**src/rtl/riscv_mc_pkg.sv**
```systemverilog
// Shared types and encodings for the multicycle RISC-V sequencer.
// Covers the state enum, opcodes, ALU codes and datapath mux selects.
package riscv_mc_pkg;

  typedef enum logic [3:0] {
    FETCH, DECODE, MEMADR, MEMREAD, MEMWB, MEMWRITE, EXECR,
    EXECI, ALUWB, BRANCH, JAL, JALR, UIMM, TRAP
  } state_t;

  typedef enum logic [1:0] {
    ALU_CLS_ADD, ALU_CLS_SUB, ALU_CLS_FUNCT
  } alu_cls_t;

  localparam logic [6:0] OP_LOAD   = 7'b0000011;
  localparam logic [6:0] OP_STORE  = 7'b0100011;
  localparam logic [6:0] OP_R      = 7'b0110011;
  localparam logic [6:0] OP_I      = 7'b0010011;
  localparam logic [6:0] OP_BRANCH = 7'b1100011;
  localparam logic [6:0] OP_JAL    = 7'b1101111;
  localparam logic [6:0] OP_JALR   = 7'b1100111;
  localparam logic [6:0] OP_LUI    = 7'b0110111;
  localparam logic [6:0] OP_AUIPC  = 7'b0010111;

  localparam logic [3:0] ALU_ADD  = 4'b0000;
  localparam logic [3:0] ALU_SUB  = 4'b0001;
  localparam logic [3:0] ALU_AND  = 4'b0010;
  localparam logic [3:0] ALU_OR   = 4'b0011;
  localparam logic [3:0] ALU_XOR  = 4'b0100;
  localparam logic [3:0] ALU_SLT  = 4'b0101;
  localparam logic [3:0] ALU_SLL  = 4'b0110;
  localparam logic [3:0] ALU_SRL  = 4'b0111;
  localparam logic [3:0] ALU_SLTU = 4'b1101;
  localparam logic [3:0] ALU_SRA  = 4'b1111;

  localparam logic [1:0] SRCA_PC    = 2'b00;
  localparam logic [1:0] SRCA_OLDPC = 2'b01;
  localparam logic [1:0] SRCA_RS1   = 2'b10;
  localparam logic [1:0] SRCA_ZERO  = 2'b11;

  localparam logic [1:0] SRCB_RS2  = 2'b00;
  localparam logic [1:0] SRCB_IMM  = 2'b01;
  localparam logic [1:0] SRCB_FOUR = 2'b10;

  localparam logic [1:0] RES_ALUOUT    = 2'b00;
  localparam logic [1:0] RES_DATA      = 2'b01;
  localparam logic [1:0] RES_ALURESULT = 2'b10;

  localparam logic [2:0] IMM_I = 3'b000;
  localparam logic [2:0] IMM_S = 3'b001;
  localparam logic [2:0] IMM_B = 3'b010;
  localparam logic [2:0] IMM_J = 3'b011;
  localparam logic [2:0] IMM_U = 3'b100;

  function automatic logic [2:0] imm_sel(input logic [6:0] op);
    case (op)
      OP_STORE:         return IMM_S;
      OP_BRANCH:        return IMM_B;
      OP_JAL:           return IMM_J;
      OP_LUI, OP_AUIPC: return IMM_U;
      default:          return IMM_I;
    endcase
  endfunction

endpackage

```
**src/rtl/mc_alu_decoder.sv**
```systemverilog
// Combinational ALU control: fixed add/sub for sequencing states,
// funct3/funct7b5 decode for R and I execute states.
module mc_alu_decoder
  import riscv_mc_pkg::*;
(
  input  alu_cls_t   cls,
  input  logic [2:0] funct3,
  input  logic       funct7b5,
  input  logic       op_r,
  output logic [3:0] alu_control
);

  // Immediate forms only honour the alternate bit on shifts-right, so addi
  // with imm[10] set stays add and slli with it set stays sll.
  logic alt;
  assign alt = funct7b5 & (op_r | (funct3 == 3'b101));

  always_comb begin
    alu_control = ALU_ADD;
    case (cls)
      ALU_CLS_SUB: alu_control = ALU_SUB;
      ALU_CLS_FUNCT: begin
        case (funct3)
          3'b000:  alu_control = alt ? ALU_SUB : ALU_ADD;
          3'b001:  alu_control = ALU_SLL;
          3'b010:  alu_control = ALU_SLT;
          3'b011:  alu_control = ALU_SLTU;
          3'b100:  alu_control = ALU_XOR;
          3'b101:  alu_control = alt ? ALU_SRA : ALU_SRL;
          3'b110:  alu_control = ALU_OR;
          default: alu_control = ALU_AND;
        endcase
      end
      default: alu_control = ALU_ADD;
    endcase
  end

endmodule

```
**src/rtl/riscv_mc_controller.sv**
```systemverilog
// Multicycle RISC-V sequencer: Moore FSM driving the shared memory port,
// IR/PC/ALUOut/Data registers and register file, with illegal/timeout traps.
//
// state    | meaning
// FETCH    | read instruction at PC, PC <= PC+4 on mem_ready
// DECODE   | ALUOut <= OldPC+imm, dispatch on opcode
// MEMADR   | ALUOut <= rs1+imm
// MEMREAD  | read data at ALUOut
// MEMWB    | rd <= Data
// MEMWRITE | write rs2 at ALUOut
// EXECR    | ALUOut <= rs1 op rs2
// EXECI    | ALUOut <= rs1 op imm
// ALUWB    | rd <= ALUOut
// BRANCH   | compare, PC <= ALUOut when taken
// JAL      | PC <= ALUOut, ALUOut <= OldPC+4
// JALR     | ALUOut <= rs1+imm
// UIMM     | ALUOut <= PC/zero + U-imm
// TRAP     | halted until reset
module riscv_mc_controller
  import riscv_mc_pkg::*;
#(
  parameter int unsigned TIMEOUT_CYCLES = 255,
  parameter int unsigned TCW            = 8
) (
  input  logic       clk,
  input  logic       reset_n,
  input  logic [6:0] op,
  input  logic [2:0] funct3,
  input  logic       funct7b5,
  input  logic       branch_taken,
  input  logic       mem_ready,
  output logic       mem_req,
  output logic       MemWrite,
  output logic       AdrSrc,
  output logic       IRWrite,
  output logic       PCWrite,
  output logic       RegWrite,
  output logic [1:0] ResultSrc,
  output logic [1:0] ALUSrcA,
  output logic [1:0] ALUSrcB,
  output logic [2:0] ImmSrc,
  output logic [3:0] ALUControl,
  output logic       illegal,
  output logic       bus_err,
  output logic [3:0] state_dbg
);

  state_t         state, state_next;
  logic [TCW-1:0] wait_cnt;
  logic           mem_wait, timeout;
  alu_cls_t       alu_cls;
  logic           req_m, mw_m, irw_m, pcw_m, rw_m;

  assign mem_wait = state inside {FETCH, MEMREAD, MEMWRITE};
  assign timeout  = (TIMEOUT_CYCLES != 0) && mem_wait && !mem_ready &&
                    (wait_cnt == TCW'(TIMEOUT_CYCLES));

  always_ff @(posedge clk or negedge reset_n) begin
    if (!reset_n) state <= FETCH;
    else          state <= state_next;
  end

  always_ff @(posedge clk or negedge reset_n) begin
    if (!reset_n) begin
      wait_cnt <= '0;
      illegal  <= 1'b0;
      bus_err  <= 1'b0;
    end else begin
      if (state_next != state)     wait_cnt <= '0;
      else if (mem_wait && !mem_ready) wait_cnt <= wait_cnt + TCW'(1);
      if (state == DECODE && state_next == TRAP) illegal <= 1'b1;
      if (timeout) bus_err <= 1'b1;
    end
  end

  always_comb begin
    state_next = state;
    case (state)
      FETCH:    if (mem_ready) state_next = DECODE; else if (timeout) state_next = TRAP;
      DECODE: begin
        case (op)
          OP_LOAD, OP_STORE: state_next = MEMADR;
          OP_R:              state_next = EXECR;
          OP_I:              state_next = EXECI;
          OP_BRANCH:         state_next = BRANCH;
          OP_JAL:            state_next = JAL;
          OP_JALR:           state_next = JALR;
          OP_LUI, OP_AUIPC:  state_next = UIMM;
          default:           state_next = TRAP;
        endcase
      end
      MEMADR:   state_next = op[5] ? MEMWRITE : MEMREAD;
      MEMREAD:  if (mem_ready) state_next = MEMWB; else if (timeout) state_next = TRAP;
      MEMWRITE: if (mem_ready) state_next = FETCH; else if (timeout) state_next = TRAP;
      MEMWB, ALUWB, BRANCH: state_next = FETCH;
      EXECR, EXECI, JAL, UIMM: state_next = ALUWB;
      JALR:     state_next = JAL;
      TRAP:     state_next = TRAP;
      default:  state_next = FETCH;
    endcase
  end

  always_comb begin
    req_m = 1'b0; mw_m = 1'b0; irw_m = 1'b0; pcw_m = 1'b0; rw_m = 1'b0;
    AdrSrc    = 1'b0;
    ResultSrc = RES_ALUOUT;
    ALUSrcA   = SRCA_PC;
    ALUSrcB   = SRCB_RS2;
    alu_cls   = ALU_CLS_ADD;
    case (state)
      FETCH: begin
        req_m = 1'b1; irw_m = mem_ready; pcw_m = mem_ready;
        ALUSrcB = SRCB_FOUR; ResultSrc = RES_ALURESULT;
      end
      DECODE:   begin ALUSrcA = SRCA_OLDPC; ALUSrcB = SRCB_IMM; end
      MEMADR:   begin ALUSrcA = SRCA_RS1;   ALUSrcB = SRCB_IMM; end
      MEMREAD:  begin req_m = 1'b1; AdrSrc = 1'b1; end
      MEMWB:    begin rw_m = 1'b1; ResultSrc = RES_DATA; end
      MEMWRITE: begin req_m = 1'b1; mw_m = 1'b1; AdrSrc = 1'b1; end
      EXECR:    begin ALUSrcA = SRCA_RS1; alu_cls = ALU_CLS_FUNCT; end
      EXECI:    begin ALUSrcA = SRCA_RS1; ALUSrcB = SRCB_IMM; alu_cls = ALU_CLS_FUNCT; end
      ALUWB:    rw_m = 1'b1;
      BRANCH:   begin ALUSrcA = SRCA_RS1; alu_cls = ALU_CLS_SUB; pcw_m = branch_taken; end
      JALR:     begin ALUSrcA = SRCA_RS1; ALUSrcB = SRCB_IMM; end
      JAL:      begin ALUSrcA = SRCA_OLDPC; ALUSrcB = SRCB_FOUR; pcw_m = 1'b1; end
      UIMM:     begin ALUSrcA = op[5] ? SRCA_ZERO : SRCA_OLDPC; ALUSrcB = SRCB_IMM; end
      default:  ;
    endcase
  end

  // The reset state is FETCH, so strobes are gated until reset_n releases.
  assign mem_req   = req_m & reset_n;
  assign MemWrite  = mw_m  & reset_n;
  assign IRWrite   = irw_m & reset_n;
  assign PCWrite   = pcw_m & reset_n;
  assign RegWrite  = rw_m  & reset_n;
  assign ImmSrc    = imm_sel(op);
  assign state_dbg = state;

  mc_alu_decoder u_alu_dec (
    .cls         (alu_cls),
    .funct3      (funct3),
    .funct7b5    (funct7b5),
    .op_r        (op == OP_R),
    .alu_control (ALUControl)
  );

endmodule

```
**config.mk**
```make
export PLATFORM = sky130hd
export DESIGN_NAME = riscv_mc_controller
export DESIGN_NICKNAME = d
export VERILOG_FILES = /design/src/rtl/riscv_mc_pkg.sv /design/src/rtl/mc_alu_decoder.sv /design/src/rtl/riscv_mc_controller.sv
export SDC_FILE = /design/constraint.sdc
export NUM_CORES = 1
export LEC_CHECK = 0
export ABC_CLOCK_PERIOD_IN_PS = 2500
export CAP_MARGIN = 20
export CORE_ASPECT_RATIO = 0.7
export CORE_MARGIN = 1.5
export CORE_UTILIZATION = 48
export DETAILED_ROUTE_END_ITERATION = 8
export PLACE_DENSITY_LB_ADDON = 0.05
export SYNTH_ARGS = -nofsm -noshare
export SYNTH_HDL_FRONTEND = slang
export SYNTH_HIERARCHICAL = 1
export SYNTH_SLANG_ARGS = --single-unit
export TNS_END_PERCENT = 30
```
**constraint.sdc**
```tcl
create_clock -name clk -period 2.5 [get_ports clk]
set_input_delay 0.25 -clock clk [delete_from_list [all_inputs] [get_ports clk]]
set_output_delay 0.25 -clock clk [all_outputs]
set_load 0.02 [all_outputs]
```
==> reports/results.tsv <==
stage	metric	value	unit
die	Die Span X	67.67	µm
synthesis	EDFF count, synth	0	
timing	worst-margin pin slew	0.6036	ns
die	Starting Density	0.5049	
timing	final hold slack	0.2858	ns
placement	port buffer count	39	
cells_and_area	Fill cells	234	
global_routing	GR met3 Demand/Resource	0.06005	
global_routing	gr usage total	0.2602	
min_path	worst hold path type	input pin to asynchronous set/reset pin	
timing	clock skew	0.001446	ns
cells_and_area	design area	1963	µm²
synthesis	mux cell area share after synthesis	0.03117	
route	initial DRC count	56	
setup_path	Critical-path top delay cell	clkdlybuf4s50_1	
clock_tree	cts bufs inserted	3	
cells_and_area	fin cells	261	
synthesis	Seq/Total Area, Yosys	0.2493	
synthesis	Seq cells post-synth	14	
synthesis	Synth Area in Adders	0.02671	
die	DIE HEIGHT	48.27	µm
die	Core Rows	16	
global_routing	routing usage on met2	0.4020	
clock_tree	CTS root buf	clkbuf_8	
setup_path	worst-path fanout max	18	
cells_and_area	final core utilization	0.7055	
clock_tree	Clock Path Buffers	2	
power	Tot Pwr	1.685	mW
route	via/cell ratio	5.716	
power	Sequential Power Share	0.164	
synthesis	Simple-Gate Fraction of Synth Area	0.3464	
setup_path	R2R setup slack	0.16	ns
placement	gpl congestion	0.8935	
die	die area	3266	µm²
die	Core Box Area	2783	µm²
setup_path	family of cells with the greatest summed delay on the critical path	buffers and inverters	
synthesis	main combinational cell family by area after synthesis	simple AND/OR/NAND/NOR gates	
power	Internal	0.8964	mW
setup_path	largest stage delay on the critical path	0.59	ns
power	switching part of the total	0.4681	
power	PwrDens	858.4	nW/µm²
synthesis	top_reg_cell synth	dfrtp_1	
cells_and_area	Syn-to-layout area delta	39.71	%
synthesis	Synth async-reset ratio	1.000	
clock_tree	clk sinks	14	
placement	Placed Area	1931	µm²
route	Remaining DRCs	0	
global_routing	vias in the first global route	1343	
setup_path	CP arrival	2.12	ns
synthesis	syn_area_per_cell	8.169	µm²
synthesis	synthesized instance count	172	
cells_and_area	layout cells sized above 1	0.2044	
setup_path	CP endpoint kind	output port	
placement	Placement Setup Slack	-0.09152	ns
global_routing	met1 GRT Util	0.3793	
cells_and_area	area occupied by multi-input gates	962.2	µm²
timing	setup TNS	0	ns
clock_tree	postcts setup bufs	0	
cells_and_area	register area	350.3	µm²
outcome	outcome	finished clean	
global_routing	first-pass GRT wire length	6258	µm
synthesis	post-synth cell types	55	
global_routing	Remaining Overflow, GRT	0	
global_routing	initial antenna violation count	0	
timing	worst relative slew slack	0.5961	
run	Max Cap Viol	0	
timing	Hold Vio Cnt, Final	0	
route	vias	1492	
clock_tree	hold_buf cts	0	
synthesis	Mapped Area	1405	µm²
die	I/O pins	40	
timing	Final Slew Violations	0	
clock_tree	Clock Latency Late Sink	0.25	ns
cells_and_area	final net count	245	
clock_tree	# resized after CTS	9	
setup_path	startpoint types	register	
power	Net Sw Power	0.7887	mW
synthesis	Synthesis Warnings	6	
setup_path	CP Class	register to output port	
placement	dpl hpwl	3014	µm
power	Clock Power Share	0.109	
route	drt pass-1 iters	4	
global_routing	maximum number of pins on one net before global-route repair	20	
timing	final worst slack	0.1299	ns
setup_path	critical-path cell list	buf_4 > or2_2 > o21ai_0 > a21o_1 > clkdlybuf4s50_1	
timing	final setup vio count	0	
power	leakage power	0.8071	nW
clock_tree	CTS tree	done	
route	DR WL/cell	14.75	µm
clock_tree	H-tree depth	1	
timing	final period utilization	0.9480	
route	final wirelength	3849	µm
power	combinational power share	0.727	
synthesis	xor/xnor cell area share of the yosys netlist	0.06233	
timing	RSZ-0062 raised after global routing	no	
timing	Fmax	421.9	MHz
cells_and_area	ANT cells	0	
setup_path	Req. time, crit path	2.25	ns
timing	Tmin final	2.370	ns
setup_path	WP buf/inv	2	
synthesis	Syn Nets	190	
synthesis	compound-cell area share of the yosys netlist	0.2110	
power	peak supply drop	0.4387	mV
route	post-route ant nets	0	
clock_tree	Clock Pin Slew Worst Setup and Hold Paths	0.05	ns
placement	placed instance count	258	
global_routing	grt peak-use layer	met2	
[per-layer routing]
layer  vias to the layer above  wire, µm
met5                         -         0
met4                         0        38
met3                         7       209
met2                        43      1688
met1                       698      1913
li1                        744         -
[final cells by class]
class | count | area share
Multi-Input combinational cell | 141 | 0.4901
Timing Repair Buffer | 61 | 0.2760
Sequential cell | 14 | 0.1785
Tap cell | 36 | 0.02294
Clock buffer | 3 | 0.02103
Inverter | 6 | 0.01147
[kinds of logic (layout without fill, tap and decap cells)]
logic type,Yosys count,count (layout)
simple gates,85,85
compound gates,39,39
buf+inv,17,70
flops,14,14
xor+xnor,10,10
mux,4,4
fa+ha+maj,3,3
[power by group through the flow]
| stage | Combinational [mW] | Clock (mW) | Sequential [mW] |
|---|---|---|---|
| floorplan | 0.753 | 0 | 0.306 |
| global placement | 1.19 | 0 | 0.277 |
| detailed placement | 1.21 | 0 | 0.278 |
| CTS | 1.22 | 0.189 | 0.275 |
| global route | 1.33 | 0.202 | 0.281 |
| finish | 1.23 | 0.184 | 0.276 |
[worst reg2reg max path, cell delays in order (launching register included)]
cell       delay [ns]
dfrtp_1          0.40
buf_4            0.21
or4b_4           0.58
a2111o_1         0.34
o311ai_2         0.12
nor3_4           0.13
a2111oi_1        0.42
[state kept, by name (all words and copies together) (netlist names)]
name,flops
state_dbg,4
bus_err,1
wait_cnt,8
illegal,1
[placed cells by master, fill, tap and decap left out, drive strengths merged, types with 2 or more instances in the layout]
cell type       n
clkdlybuf4s50  34
o32a            2
a2111oi         6
nand2b          5
nor3           10
nand4           2
clkbuf          5
nor3b           6
a21oi           8
o21ai           6
mux2i           4
nor2b           3
nor2           19
or4b            2
and2b           2
a31oi           4
nor4            3
and3            5
a211oi          2
nand3           3
xor2            2
dfrtp          14
nand2          14
or2             3
or3             2
nand3b          3
ha              3
inv             6
xnor2           8
buf            23
[synth_stat cells, types with 2 or more instances]
cell type,n,area [µm²]
and3_1,5,31.28
mux2i_1,3,30.03
nor2_1,18,67.56
dfrtp_1,14,350.3
or2_2,3,18.77
a31oi_1,4,25.02
clkbuf_8,2,27.53
a211oi_1,2,15.01
a2111oi_1,4,40.04
nand2b_1,5,31.28
nand4_1,2,12.51
nor2b_1,3,18.77
clkbuf_1,6,22.52
buf_6,2,22.52
nor3b_1,6,45.04
a21oi_1,8,40.04
nand3_1,3,15.01
nor3_1,9,45.04
o21ai_0,6,30.03
nor4_1,3,18.77
nand2_1,14,52.55
xnor2_1,8,70.07
xor2_1,2,17.52
nand3b_1,3,22.52
inv_1,5,18.77
ha_1,3,37.54
[path summary, 6_finish.rpt]
check / start / endpoint / cells past startpoint
max: state_dbg[2] / ALUSrcB[0] / 5
min: reset_n / state_dbg[0] / 1
max reg2reg: state_dbg[2] / wait_cnt[1] / 6
min reg2reg: illegal / illegal / 2
max in group asynchronous: reset_n / bus_err / 2
min in group clk: illegal / illegal / 2
No activity file was read; power rests on OpenSTA's default activity.
